===== src/rtl/cpu_int_sequencer.sv =====
// -----------------------------------------------------------------------------
// cpu_int_sequencer
//   Interrupt / BRK entry sequencer. Sits beside the CPU control FSM. When the
//   controller reports an instruction boundary (can_take), an interrupt source
//   is accepted. The sequencer then pushes PCH, PCL and PS to the stack page,
//   fetches the 16-bit vector, and finally writes SP, then PS (I set) and PC
//   into the CPU register file.
//
//   Optional feature: define CPU_NMI_EN to enable the NMI rising-edge detector.
//   Without it, nmi is ignored and no NMI sequence is ever started.
//
// Ports
//   clk, reset            clock; asynchronous active-high reset
//   irq                   level IRQ request, masked while ps[2]=1
//   nmi                   NMI request, rising-edge sensitive (CPU_NMI_EN only)
//   brk_req               software BRK request, level
//   can_take              controller at instruction boundary
//   pc, ps, sp            live CPU registers, snapshotted at accept
//   busy                  sequence in progress
//   done                  one-cycle pulse in the final write cycle
//   reg_data              shared data bus for SP / PS writes
//   pc_out                data for PC write
//   we_sp, we_ps, we_pc   register write strobes
//   mem_req, mem_we       bus request, 1=write
//   mem_addr, mem_wdata   bus address / write data
//   mem_rdata, mem_ack    read data, 1-cycle completion
// -----------------------------------------------------------------------------
module cpu_int_sequencer #(
  parameter logic [7:0]  STACK_PAGE = 8'h01,
  parameter logic [15:0] NMI_VECTOR = 16'hFFFA,
  parameter logic [15:0] IRQ_VECTOR = 16'hFFFE
) (
  input  logic        clk,
  input  logic        reset,
  input  logic        irq,
  input  logic        nmi,
  input  logic        brk_req,
  input  logic        can_take,
  input  logic [15:0] pc,
  input  logic [7:0]  ps,
  input  logic [7:0]  sp,
  output logic        busy,
  output logic        done,
  output logic [7:0]  reg_data,
  output logic [15:0] pc_out,
  output logic        we_sp,
  output logic        we_ps,
  output logic        we_pc,
  output logic        mem_req,
  output logic        mem_we,
  output logic [15:0] mem_addr,
  output logic [7:0]  mem_wdata,
  input  logic [7:0]  mem_rdata,
  input  logic        mem_ack
);

  // state    | meaning
  // IDLE     | waiting for an accepted interrupt source
  // PUSH_PCH | writing PC high byte to stack
  // PUSH_PCL | writing PC low byte to stack
  // PUSH_PS  | writing status (bit5=1, bit4=B) to stack
  // VEC_LO   | reading vector low byte
  // VEC_HI   | reading vector high byte
  // WR_SP    | writing decremented SP
  // WR_PC_PS | writing PC from vector and PS with I set; done pulse
  typedef enum logic [2:0] {
    S_IDLE     = 3'd0,
    S_PUSH_PCH = 3'd1,
    S_PUSH_PCL = 3'd2,
    S_PUSH_PS  = 3'd3,
    S_VEC_LO   = 3'd4,
    S_VEC_HI   = 3'd5,
    S_WR_SP    = 3'd6,
    S_WR_PC_PS = 3'd7
  } state_t;

  state_t      state, state_nxt;
  logic [15:0] pc_snap;
  logic [7:0]  ps_snap;
  logic [7:0]  sp_w;
  logic        src_nmi;
  logic        b_flag;
  logic [7:0]  vec_lo, vec_hi;

  logic        nmi_req;
  logic        accept;
  logic        take_nmi;
  logic        take_brk;
  logic        push_state;
  logic [15:0] vec_base;

  assign accept   = (state == S_IDLE) & can_take & (nmi_req | brk_req | (irq & ~ps[2]));
  assign take_nmi = accept & nmi_req;
  assign take_brk = accept & ~nmi_req & brk_req;

  assign push_state = (state == S_PUSH_PCH) | (state == S_PUSH_PCL) | (state == S_PUSH_PS);
  assign vec_base   = src_nmi ? NMI_VECTOR : IRQ_VECTOR;

`ifdef CPU_NMI_EN
  logic nmi_q;
  logic nmi_pend;

  // A fresh edge counts in the same cycle so that it wins over a coincident IRQ;
  // an edge that arrives while busy stays pending until the next accept.
  assign nmi_req = nmi_pend | (nmi & ~nmi_q);

  always_ff @(posedge clk or posedge reset) begin
    if (reset) begin
      nmi_q    <= 1'b0;
      nmi_pend <= 1'b0;
    end else begin
      nmi_q    <= nmi;
      nmi_pend <= nmi_req & ~take_nmi;
    end
  end
`else
  logic unused_nmi;
  assign unused_nmi = nmi;
  assign nmi_req    = 1'b0;
`endif

  // State register
  always_ff @(posedge clk or posedge reset) begin
    if (reset) state <= S_IDLE;
    else       state <= state_nxt;
  end

  // Snapshot, stack pointer and vector datapath
  always_ff @(posedge clk or posedge reset) begin
    if (reset) begin
      pc_snap <= '0;
      ps_snap <= '0;
      sp_w    <= '0;
      src_nmi <= 1'b0;
      b_flag  <= 1'b0;
      vec_lo  <= '0;
      vec_hi  <= '0;
    end else begin
      if (accept) begin
        pc_snap <= pc;
        ps_snap <= ps;
        sp_w    <= sp;
        src_nmi <= take_nmi;
        b_flag  <= take_brk;
      end
      if (push_state && mem_ack) sp_w <= sp_w - 8'd1;
      if (state == S_VEC_LO && mem_ack) vec_lo <= mem_rdata;
      if (state == S_VEC_HI && mem_ack) vec_hi <= mem_rdata;
    end
  end

  // Next-state logic
  always_comb begin
    state_nxt = state;
    case (state)
      S_IDLE:     if (accept)  state_nxt = S_PUSH_PCH;
      S_PUSH_PCH: if (mem_ack) state_nxt = S_PUSH_PCL;
      S_PUSH_PCL: if (mem_ack) state_nxt = S_PUSH_PS;
      S_PUSH_PS:  if (mem_ack) state_nxt = S_VEC_LO;
      S_VEC_LO:   if (mem_ack) state_nxt = S_VEC_HI;
      S_VEC_HI:   if (mem_ack) state_nxt = S_WR_SP;
      S_WR_SP:    state_nxt = S_WR_PC_PS;
      S_WR_PC_PS: state_nxt = S_IDLE;
      default:    state_nxt = S_IDLE;
    endcase
  end

  // Outputs decoded from state; IDLE (and therefore reset) drives all zeros.
  always_comb begin
    busy      = (state != S_IDLE);
    done      = 1'b0;
    reg_data  = '0;
    pc_out    = '0;
    we_sp     = 1'b0;
    we_ps     = 1'b0;
    we_pc     = 1'b0;
    mem_req   = 1'b0;
    mem_we    = 1'b0;
    mem_addr  = '0;
    mem_wdata = '0;
    case (state)
      S_PUSH_PCH: begin
        mem_req   = 1'b1;
        mem_we    = 1'b1;
        mem_addr  = {STACK_PAGE, sp_w};
        mem_wdata = pc_snap[15:8];
      end
      S_PUSH_PCL: begin
        mem_req   = 1'b1;
        mem_we    = 1'b1;
        mem_addr  = {STACK_PAGE, sp_w};
        mem_wdata = pc_snap[7:0];
      end
      S_PUSH_PS: begin
        mem_req   = 1'b1;
        mem_we    = 1'b1;
        mem_addr  = {STACK_PAGE, sp_w};
        mem_wdata = {ps_snap[7:6], 1'b1, b_flag, ps_snap[3:0]};
      end
      S_VEC_LO: begin
        mem_req  = 1'b1;
        mem_addr = vec_base;
      end
      S_VEC_HI: begin
        mem_req  = 1'b1;
        mem_addr = vec_base + 16'd1;
      end
      S_WR_SP: begin
        reg_data = sp_w;
        we_sp    = 1'b1;
      end
      S_WR_PC_PS: begin
        pc_out   = {vec_hi, vec_lo};
        we_pc    = 1'b1;
        reg_data = ps_snap | 8'h04;
        we_ps    = 1'b1;
        done     = 1'b1;
      end
      default: ;
    endcase
  end

endmodule


===== config.mk =====
export PLATFORM = sky130hd
export DESIGN_NAME = cpu_int_sequencer
export DESIGN_NICKNAME = d
export VERILOG_FILES = /design/src/rtl/cpu_int_sequencer.sv
export SDC_FILE = /design/constraint.sdc
export NUM_CORES = 1
export LEC_CHECK = 0
export BUFFER_PORTS_ARGS = -buffer_cell sky130_fd_sc_hd__buf_2
export CELL_PAD_IN_SITES_DETAIL_PLACEMENT = 1
export CELL_PAD_IN_SITES_GLOBAL_PLACEMENT = 1
export CORE_UTILIZATION = 39
export DETAILED_ROUTE_END_ITERATION = 6
export GPL_TIMING_DRIVEN = 1
export PLACE_DENSITY = 0.9
export RECOVER_POWER = 25
export SLEW_MARGIN = 40
export SYNTH_ARGS = -nofsm -noshare
export SYNTH_HDL_FRONTEND = slang
export SYNTH_SLANG_ARGS = --single-unit

===== constraint.sdc =====
create_clock -name clk -period 6.8 [get_ports clk]
set_clock_uncertainty 0.15 [all_clocks]
set_input_delay 1.02 -clock clk [delete_from_list [all_inputs] [get_ports clk]]
set_output_delay 1.02 -clock clk [all_outputs]
set_load 0.1 [all_outputs]

# [Word level (Yosys, flattened, before mapping)]
# Index checks and enable logic that the tools add are counted.
[op_classes] n_addsub=1 multipliers=0 n_div=0 magnitude_cmp=0 eq_ne=13 shift=0 muxes=17 bitwise_logic=8 reduce_logical=9
[op_table] op="$pmux W16 S3" count=1
[op_table] op="$pmux W3 S8" count=1
[op_table] op="$pmux W8 S3" count=1
[op_table] op="$mux W3" count=6
[op_table] op="$mux W16" count=1
[op_table] op="$mux W8" count=2
[op_table] op="$pmux W8 S2" count=1
[op_table] op="$eq A3 B3 Y1 const B" count=4
[op_table] op="$ne A2 B2 Y1 const B" count=6
[op_table] op="$sub A8 B1 Y8 const B" count=1
[op_table] op="$eq A3 B2 Y1 const B" count=2
[op_table] op="$reduce_and A6 Y1" count=1
[op_table] op="$reduce_or A5 Y1" count=1
[op_table] op="$and A1 B1 Y1" count=4
[op_table] op="$mux W1" count=4
[op_table] op="$eq A3 B1 Y1 const B" count=1
[op_table] op="$logic_and A1 B1 Y1" count=3
[op_table] op="$logic_not A3 Y1" count=1
[op_table] op="$or A1 B1 Y1" count=3
[op_table] op="$reduce_bool A3 Y1" count=1
[op_table] op="$reduce_or A3 Y1" count=1
[op_table] op="$reduce_bool A2 Y1" count=1
[op_table] op="$not A1 Y1" count=1
[totals] reg_bits=52 latchBits=0 mem_bits_rw=0 mem_bits_ro=0 output_inout_bits=55 n_memories=0

# [Logic depth before layout (Yosys ltp)]
# Gate-level depths: netlist of run 1.
[depth] ltp_word=6 depth_mapped=10

# [Worst setup path after synthesis of run 1]
# OpenSTA, ideal clock, no wires.
[synth_timing] path_type="register to output" from="register state[1]" to="output mem_addr[1]" arrival_ps=3427 required_time_ps=5630 setup_slack_ps=2203 stages_incl_launch_ff=8 cell_sequence="dfrtp_1 -> inv_1 -> ha_1 -> clkbuf_1 -> o21a_1 -> clkbuf_1 -> nor2_1 -> nor2_1"
[synth_between] elab_chain_len=3
[synth_rtl] item="start, declared" line_no="77" text="state_t state, state_nxt;"
[synth_rtl] item="start signal, assigned" line_no="125" text="else state <= state_nxt;"
[synth_rtl] item="$eq A3 B1 Y1 / $eq A3 B2 Y1 (equally long branches)" line_no="181" text="case (state)"
[synth_rtl] item="$reduce_or A3 Y1 (no line)"
[synth_rtl] item="$pmux W16 S3 *" line_no="181"
[synth_rtl] item="end, declared" line_no="51" text="output logic [15:0] mem_addr,"
# Every way passes the cells marked *; elsewhere a longest branch is shown, timed or not.

# [Worst setup path after layout of run 1]
[layout_timing] from="register state[1]" to="output mem_wdata[1]"
[layout_between] elab_chain_len=2
[layout_rtl] item="$eq A3 B2 Y1 / $eq A3 B1 Y1 (equally long branches)" line_no="181"
[layout_rtl] item="$pmux W8 S3 *" line_no="181"
[layout_rtl] item="end, declared" line_no="52" text="output logic [7:0] mem_wdata,"
# Marked as above.

==> results.tsv, run 1 <==
stage	metric	value	unit
run_status	status	finished with violations	
run_status	violations	capacitance limit, slew limit	
sta	setup_viol	0	
synth	synth.top_cell.area_share	0.456	
grt	grt_pass1_vias	2542	
placed_design	pre_cts_ws	3.30	ns
setup_path	critical_path_class	reg2out	
placed_design	gp_congestion	0.782	
synth	ys.warnings.count	0	
clock_network	tritoncts	built	
route	remaining_drc_errors	0	
sta	final.setup.worst_slack	2.91	ns
synth	yosysMostFrequentCell	nand2_1	
route	detail-route-antenna-nets	0	
synth	ys_async_sr_fraction	1.00	
grt	grt_antenna_before_repair	0	
setup_path	crit_end	mem_wdata[1]	
finish	fin_cells	488	
finish	fin_nets	443	
route	drtIter0Drc	75	
finish	nFillCells	863	
clock_network	post-cts-setup-buffers	0	
sta	final-hold-violation-count	0	
die	ios	102	
synth	syn_area_per_cell	9.15	sq um
sta	fin_crit_sh	0.572	
die	start_util	0.411	
sta	slew_violations	53	
sta	fmax	257	MHz
synth	syn_area	2850	sq um
route	vias	2509	
die	row_count	30	
finish	drive_above_1_share	0.355	
synth	ys_types	47	
setup_path	reg2reg_to	state[1]	
placed_design	portBuffers	100	
route	wl_per_cell	15.7	um
min_path	hp-class	reg2reg	
clock_network	clk_latency	0.31	ns
synth	synth_edf_count	0	
clock_network	cts_buffer_depth	2	
job	maxCapViolCount	1	
synth	synth_fp_nets	364	
route	routed_wirelength	7680	um
clock_network	cts.sink_count	52	
setup_path	ff2ff_setup_slack	4.17	ns
route	drt_pass1_iterations	4	
setup_path	end_kind	output pin	
grt	grt_overflow_total	0	
die	die_w	87.5	um
clock_network	postCtsResizedCells	0	
clock_network	root_buffer	clkbuf_8	
synth	synthFlopType	dfrtp_1	
synth	synthCells	312	
grt	grt_max_degree	53	
synth	synth_area_leaders	dfrtp_1, nand2_1, mux2_2	
die	core	6940	sq um
sta	tns	0	ns
clock_network	path_clk_slew	0.10	ns
setup_path	critPathLaunch	state[1]	
placed_design	dp_cells	480	
setup_path	crit_arrival	2.72	ns
sta	worstMarginPinSlew	2.32	ns
finish	n_antenna_cell	0	
synth	ys_ff_latch	52	
die	dieArea	7660	sq um
setup_path	worstPathMaxFanout	23	
finish	syn2layout_area_growth	19.8	%
synth	ys_seq_area_frac	0.456	
sta	period_needed	3.89	ns
sta	rsz0062_at_grt	false	
clock_network	numCtsBuffers	5	
grt	track_usage	0.209	
setup_path	r2r_cells	5	
setup_path	cp.required	5.63	ns
clock_network	hold_buffers	0	
synth	yosysTopAreaCell	dfrtp_1	
placed_design	dp_hpwl	5560	um
sta	relSlewSlack	-0.557	
die	die_h	87.5	um
synth	synthTopCellsByCount	nand2_1, dfrtp_1, nor2_1, mux2_2	
setup_path	timing.rr.start	state[1]	
setup_path	critPathLaunchType	flip-flop	
grt	grt_pass1_wl	12200	um
route	via_per_inst	5.14	
clock_network	h-tree-depth	2	
-- flip-flops by register name, summed over array words and instances, names as in the netlist --
name,cells
pc_snap,16
ps_snap,8
sp_w,8
vec_hi,8
vec_lo,8
state,3
b_flag,1
-- metrics by stage --
step | instance area [sq um] | utilization | hold slack [ns]
floorplan | 2850 | - | 0.296
global placement | 3330 | 0.479 | 0.308
detailed placement | 3330 | 0.480 | 0.314
CTS | 3420 | 0.492 | 0.343
global route | 3420 | 0.492 | 0.363
finish | 3420 | 0.492 | 0.337
-- per-layer routing --
metal / routed length [um] / vias to the layer above / global-route usage / share of wire
met1: 3330 / 1228 / 0.250 / 0.43
met2: 3910 / 70 / 0.377 / 0.51
li1: - / 1200 / - / -
met4: 124 / 0 / 0.0611 / 0.016
met3: 309 / 11 / 0.0443 / 0.040
met5: 0 / - / 0 / 0
-- area by class of cell --
class                   instances  area [sq um]  area share
well taps                      96           120      0.0351
clock inverters                 2          13.8     0.00403
clock buffers                   6          72.6      0.0212
repair buffers                102           515       0.151
multi-input cells             220          1360       0.396
inverters                      10          38.8      0.0113
flip-flops and latches         52          1300       0.381
-- logic make-up (layout without fill, tap and decap cells) --
kind of cell,count (synthesis),in the layout,share of synthesized area
and+or+nand+nor,153,153,0.246
muxes,26,26,0.100
DFF,52,52,0.456
adders and majority gates,5,5,0.0219
AOI/OAI and AO/OA,36,36,0.107
buffers and inverters,40,120,0.0697
-- critical path, cell delays in order (launching register included) --
cell and delay, ns:
dfrtp_1 0.41, ha_1 0.62, nor2b_1 0.63, a22oi_1 0.21, nand2_1 0.12, buf_2 0.42
-- cell usage in the layout, fill, tap and decap left out, types with 2 or more instances in the layout --
cell / Yosys / final
nor2_1: 21 / 21
dfrtp_1: 52 / 51
nand2_1: 87 / 87
clkbuf_8: 0 / 5
a221o_1: 6 / 6
nor3_1: 5 / 5
mux2i_1: 8 / 8
or3_1: 3 / 3
nand3_1: 2 / 2
or4_4: 2 / 2
inv_1: 10 / 9
a22o_1: 7 / 7
and2_1: 2 / 2
a22oi_1: 7 / 7
ha_1: 5 / 5
buf_2: 1 / 100
nor2b_1: 4 / 4
buf_4: 9 / 2
nor3b_1: 4 / 4
and3_1: 16 / 16
mux2_2: 17 / 17
-- how the worst min path moves through the flow --
stage / from / end / slack [ns] / depth (start not counted)
after floorplan: pc_snap[10] / pc_snap[10] / 0.30 / 2
after global placement: ps_snap[4] / ps_snap[4] / 0.31 / 2
after CTS: pc_snap[3] / pc_snap[3] / 0.34 / 2
after detailed placement: pc_snap[1] / pc_snap[1] / 0.31 / 2
final: pc_snap[3] / pc_snap[3] / 0.34 / 2
after global routing: vec_hi[6] / vec_hi[6] / 0.36 / 1
Power of run 1 is not shown: default switching activity piles up to over one toggle a cycle in this logic, so the estimate is an artifact.
==> run 2, diff against run 1 <==
Settings changed: CORE_UTILIZATION 39 to 36, PLACE_DENSITY 0.9 to 0.84.
Clock period 6.8 ns to 3.9 ns, I/O delays scaled along.
==> results.tsv, run 2 (synthesized netlist as in run 1, its figures left out) <==
stage	metric	value	unit	change
route	routed_wirelength	7800	um	was 7680 um
die	ios	102		unchanged
finish	n_antenna_cell	0		unchanged
die	start_util	0.371		was 0.411
sta	tns	0	ns	unchanged
finish	layout_commonest_cell	buf_2		unchanged
die	die_w	91.0	um	was 87.5 um
finish	fin_nets	444		was 443
grt	grt_max_degree	53		unchanged
finish	largest_reg_flops	16		unchanged
grt	grt_pass1_vias	2649		was 2542
setup_path	critPathLaunchType	flip-flop		unchanged
setup_path	end_kind	output pin		unchanged
finish	layout_common_cells	buf_2, nand2_1, dfrtp_1, mux2_2, and3_1		was buf_2, nand2_1, dfrtp_1, nor2_1, mux2_2
setup_path	critical_path_class	reg2out		unchanged
clock_network	path_clk_slew	0.10	ns	about the same
placed_design	portBuffers	100		unchanged
grt	grt_pass1_wl	12900	um	was 12200 um
clock_network	tritoncts	built		unchanged
setup_path	crit_slowest_cell	nor2b_1		unchanged
finish	regMostFlops	pc_snap		unchanged
clock_network	root_buffer	clkbuf_8		unchanged
finish	nFillCells	932		was 863
clock_network	numCtsBuffers	5		unchanged
die	dieArea	8290	sq um	was 7660 sq um
finish	syn2layout_area_growth	21.6	%	was 19.8%
finish	fin_cells	495		was 488
clock_network	postCtsResizedCells	0		unchanged
job	maxCapViolCount	1		unchanged
route	via_per_inst	5.11		was 5.14
setup_path	slowest_delay	0.66	ns	was 0.63 ns
die	row_count	32		was 30
route	drtIter0Drc	145		was 75
setup_path	crit_arrival	2.73	ns	was 2.72 ns
sta	relSlewSlack	-0.566		was -0.557
sta	setup_viol	0		unchanged
die	die_h	91.0	um	was 87.5 um
placed_design	dp_cells	487		was 480
run_status	status	finished with violations		unchanged
sta	fmax	289	MHz	
sta	worstMarginPinSlew	2.34	ns	was 2.32 ns
sta	rsz0062_at_grt	false		unchanged
clock_network	cts.sink_count	52		unchanged
sta	whs	0.317	ns	was 0.337 ns
grt	track_usage	0.195		was 0.209
setup_path	cp.required	3.16	ns	was 5.63 ns
clock_network	h-tree-depth	2		unchanged
run_status	violations	capacitance limit, slew limit		unchanged
sta	period_needed	3.46	ns	
clock_network	clk_latency	0.30	ns	was 0.31 ns
clock_network	post-cts-setup-buffers	0		unchanged
setup_path	ff2ff_setup_slack	1.10	ns	was 4.17 ns
min_path	hp-class	in2reg		was reg2reg
die	core	7690	sq um	was 6940 sq um
setup_path	worstPathMaxFanout	23		unchanged
grt	grt_antenna_before_repair	0		unchanged
grt	grt_overflow_total	0		unchanged
route	vias	2531		was 2509
setup_path	crit_family	simple AND/OR/NAND/NOR gates		unchanged
finish	drive_above_1_share	0.372		was 0.355
route	drt_pass1_iterations	7		was 4
sta	slew_violations	53		unchanged
sta	fin_crit_sh	0.888		
route	remaining_drc_errors	0		unchanged
placed_design	gp_congestion	0.813		was 0.782
setup_path	worst-path-buf-inv	1		unchanged
clock_network	cts_buffer_depth	2		unchanged
placed_design	dp_hpwl	5810	um	was 5560 um
setup_path	worstPathCellList	ha_1, nor2b_1, a22oi_1, nand2_1, buf_2		unchanged
route	wl_per_cell	15.8	um	was 15.7 um
clock_network	hold_buffers	0		unchanged
sta	final-hold-violation-count	0		unchanged
route	detail-route-antenna-nets	0		unchanged
[run 2: changes by cell type in the layout (fill, tap and decap cells not counted)]
cell,delta
inv_6,-1
o21a_1,+1
o21a_2,-1
buf_4,+1
nor2_1,-7
nor2_2,+7
bufinv_16,+1
[run 2: worst register-to-register path: cells and delay by family (launching register included)]
kind	cells	cell delay (ns)
compound gates	2	0.85
simple gates	1	0.46
fa+ha+maj	1	0.43
flops	1	0.42
mux	1	0.38
[run 2: layout make-up]
type	instances	area [sq um]	area share
tap	102	128	0.0368
multi-input combinational	220	1370	0.395
clock buffer	6	72.6	0.0209
inverter	10	38.8	0.0112
timing repair buffer	103	523	0.151
sequential	52	1300	0.375
clock inverter	2	35.0	0.0101
[run 2: final timing paths]
| path | start | endpoint | cells past startpoint |
|---|---|---|---|
| min reg2reg | pc_snap[10] | pc_snap[10] | 2 |
| max in group asynchronous | reset | state[2] | 2 |
| max | state[1] | mem_wdata[2] | 5 |
| min in group asynchronous | reset | vec_lo[2] | 2 |
| max reg2reg | state[1] | state[1] | 5 |
| min | pc[13] | pc_snap[13] | 3 |
[run 2: per-stage QoR]
stage	instance area (sq um)	setup slack, ns	utilization
2_1_floorplan	2870	0.156	-
3_3_place_gp	3360	0.830	0.437
3_5_place_dp	3360	0.779	0.438
4_1_cts	3470	0.433	0.451
5_1_grt	3470	0.255	0.451
6_report	3470	0.437	0.451
[run 2: layer usage]
| metal | share of wire | vias to the layer above | track usage | wire length (um) |
|---|---|---|---|---|
| li1 | - | 1205 | - | - |
| met1 | 0.44 | 1248 | 0.243 | 3470 |
| met2 | 0.50 | 70 | 0.349 | 3920 |
| met3 | 0.036 | 8 | 0.0268 | 284 |
| met4 | 0.016 | 0 | 0.0595 | 125 |
| met5 | 0 | - | 0 | 0 |
Power of run 2 is left out for the same reason.
==> run 3, diff against run 2 <==
Settings changed: ABC_AREA from default to 1, CORE_UTILIZATION 36 to 35, PLACE_DENSITY 0.84 to 0.85.
==> results.tsv, run 3 <==
stage	metric	value	unit	change
run_status	status	finished with violations		unchanged
run_status	violations	capacitance limit, slew limit		unchanged
die	start_util	0.368		was 0.371
setup_path	worstPathMaxFanout	12		was 23
setup_path	slowest_delay	0.47	ns	was 0.66 ns
route	wl_per_cell	13.8	um	was 15.8 um
min_path	hp-class	in2reg		unchanged
finish	drive_above_1_share	0.255		was 0.372
grt	grt_overflow_total	0		unchanged
finish	n_antenna_cell	0		unchanged
clock_network	post-cts-setup-buffers	0		unchanged
setup_path	end_kind	output pin		unchanged
synth	synth.top_cell.area_share	0.451		was 0.456
die	core	7850	sq um	was 7690 sq um
setup_path	crit_arrival	2.21	ns	was 2.73 ns
die	ios	102		unchanged
route	vias	2763		was 2531
grt	grt_pass1_vias	2922		was 2649
grt	grt_antenna_before_repair	0		unchanged
clock_network	postCtsResizedCells	0		unchanged
synth	ys_seq_area_frac	0.451		was 0.456
clock_network	cts.sink_count	52		unchanged
synth	yosysTopAreaCell	dfrtp_1		unchanged
route	routed_wirelength	7930	um	was 7800 um
die	row_count	32		unchanged
synth	ys.warnings.count	0		unchanged
synth	syn_area	2890	sq um	was 2850 sq um
finish	final_cell_area	3460	sq um	was 3470 sq um
placed_design	dp_cells	568		was 487
clock_network	root_buffer	clkbuf_8		unchanged
synth	syn_area_per_cell	7.44	sq um	was 9.15 sq um
clock_network	h-tree-depth	2		unchanged
grt	track_usage	0.195		about the same
route	via_per_inst	4.80		was 5.11
finish	fin_cells	576		was 495
setup_path	critical_path_class	reg2out		unchanged
finish	syn2layout_area_growth	19.9	%	was 21.6%
placed_design	dp_hpwl	6040	um	was 5810 um
synth	yosysMostFrequentCell	nand2_1		unchanged
clock_network	clk_latency	0.30	ns	about the same
sta	relSlewSlack	-0.567		was -0.566
placed_design	gp_congestion	0.798		was 0.813
sta	period_needed	2.95	ns	was 3.46 ns
setup_path	cp.required	3.16	ns	about the same
clock_network	path_clk_slew	0.10	ns	about the same
route	drtIter0Drc	140		was 145
sta	fin_crit_sh	0.755		was 0.888
setup_path	worstPathCellList	ha_1, nand2_2, nand2_4, inv_1, o21ai_0, buf_2		was ha_1, nor2b_1, a22oi_1, nand2_1, buf_2
grt	grt_max_degree	53		unchanged
setup_path	ff2ff_setup_slack	1.39	ns	was 1.10 ns
synth	synth_area_leaders	dfrtp_1, nand2_1, inv_1		was dfrtp_1, nand2_1, mux2_2
synth	synthCells	388		was 312
synth	ys_types	24		was 47
grt	grt_pass1_wl	13500	um	was 12900 um
synth	synthFlopType	dfrtp_1		unchanged
route	remaining_drc_errors	0		unchanged
clock_network	cts_buffer_depth	2		unchanged
finish	regMostFlops	pc_snap		unchanged
synth	ys_async_sr_fraction	1.00		unchanged
sta	final-hold-violation-count	0		unchanged
finish	final_util	0.441		was 0.451
route	detail-route-antenna-nets	0		unchanged
placed_design	dpl-instance-area	3370	sq um	was 3360 sq um
clock_network	numCtsBuffers	5		unchanged
sta	slew_violations	53		unchanged
synth	synth_fp_nets	440		was 364
finish	layout_common_cells	nand2_1, buf_2, inv_1, dfrtp_1, o21ai_0		was buf_2, nand2_1, dfrtp_1, mux2_2, and3_1
finish	fin_nets	525		was 444
sta	fmax	340	MHz	was 289 MHz
setup_path	crit_slowest_cell	buf_2		was nor2b_1
finish	layout_commonest_cell	nand2_1		was buf_2
die	dieArea	8610	sq um	was 8290 sq um
sta	rsz0062_at_grt	false		unchanged
die	die_w	92.8	um	was 91.0 um
synth	synth_edf_count	0		unchanged
synth	synthTopCellsByCount	nand2_1, inv_1, dfrtp_1, o21ai_0, nor2_1		was nand2_1, dfrtp_1, nor2_1, mux2_2
sta	worstMarginPinSlew	2.34	ns	about the same
job	maxCapViolCount	1		unchanged
clock_network	tritoncts	built		unchanged
clock_network	hold_buffers	0		unchanged
finish	largest_reg_flops	16		unchanged
route	drt_pass1_iterations	4		was 7
synth	ys_ff_latch	52		unchanged
die	die_h	92.8	um	was 91.0 um
placed_design	portBuffers	100		unchanged
sta	setup_viol	0		unchanged
setup_path	critPathLaunchType	flip-flop		unchanged
[run 3: cell count changes in the layout (fill, tap and decap cells not counted), sizes merged, moves of 5 or more]
cell,previous run,this run
inv,9,66
o21ai,2,45
nand2,87,125
nand3,2,26
mux2,18,0
and3,16,0
a22o,8,0
mux2i,8,0
a22oi,7,0
o221ai,0,7
a221o,6,0
nor2,21,26
nor3,5,0
o22ai,0,5
[run 3: kinds of logic (layout without fill, tap and decap cells)]
logic type      Yosys count  after routing  synth area share
simple gates            182            182             0.261
compound gates           59             59             0.120
xor+xnor                  1              1           0.00304
flops                    52             52             0.451
buf+inv                  89            175             0.143
fa+ha+maj                 5              5            0.0217
[run 3: worst paths after layout]
kind | from | end | cells past startpoint
worst min-delay path | pc[15] | pc_snap[15] | 3
worst min register to register | pc_snap[3] | pc_snap[3] | 2
worst max register to register | state[0] | sp_w[3] | 9
min in group asynchronous | reset | pc_snap[10] | 2
max in group asynchronous | reset | sp_w[5] | 2
worst max-delay path | state[0] | mem_addr[0] | 6
[run 3: per-stage QoR]
| stage | setup TNS (ns) | worst slack (ns) | hold WS (ns) |
|---|---|---|---|
| finish | 0 | 0.955 | 0.322 |
| global route | 0 | 0.781 | 0.327 |
| CTS | 0 | 0.739 | 0.251 |
| detailed placement | 0 | 1.08 | 0.318 |
| global placement | 0 | 1.18 | 0.313 |
| floorplan | -1.92 | -0.240 | 0.299 |
[run 3: cell type report]
| type | instances | area (sq um) |
|---|---|---|
| Clock buffer | 5 | 68.8 |
| Clock inverter | 3 | 21.3 |
| Fill cell | 1046 | 4390 |
| Inverter | 66 | 256 |
| Multi-Input combinational cell | 247 | 1170 |
| Sequential cell | 52 | 1300 |
| Tap cell | 102 | 128 |
| Timing Repair Buffer | 101 | 508 |
[run 3: worst max-delay path: cells and delay by family (launching register included)]
family / cells / cell delay (ns)
AOI/OAI and AO/OA: 1 / 0.24
and+or+nand+nor: 2 / 0.40
DFF: 1 / 0.42
buffers and inverters: 2 / 0.60
adders and majority gates: 1 / 0.24
[run 3: per-layer routing]
metal | global-route usage | up-vias | wire length, um
li1 | - | 1371 | -
met1 | 0.245 | 1296 | 3390
met2 | 0.349 | 82 | 4080
met3 | 0.0238 | 14 | 319
met4 | 0.0564 | 0 | 142
met5 | 0 | - | 0
Power of run 3 is left out for the same reason.
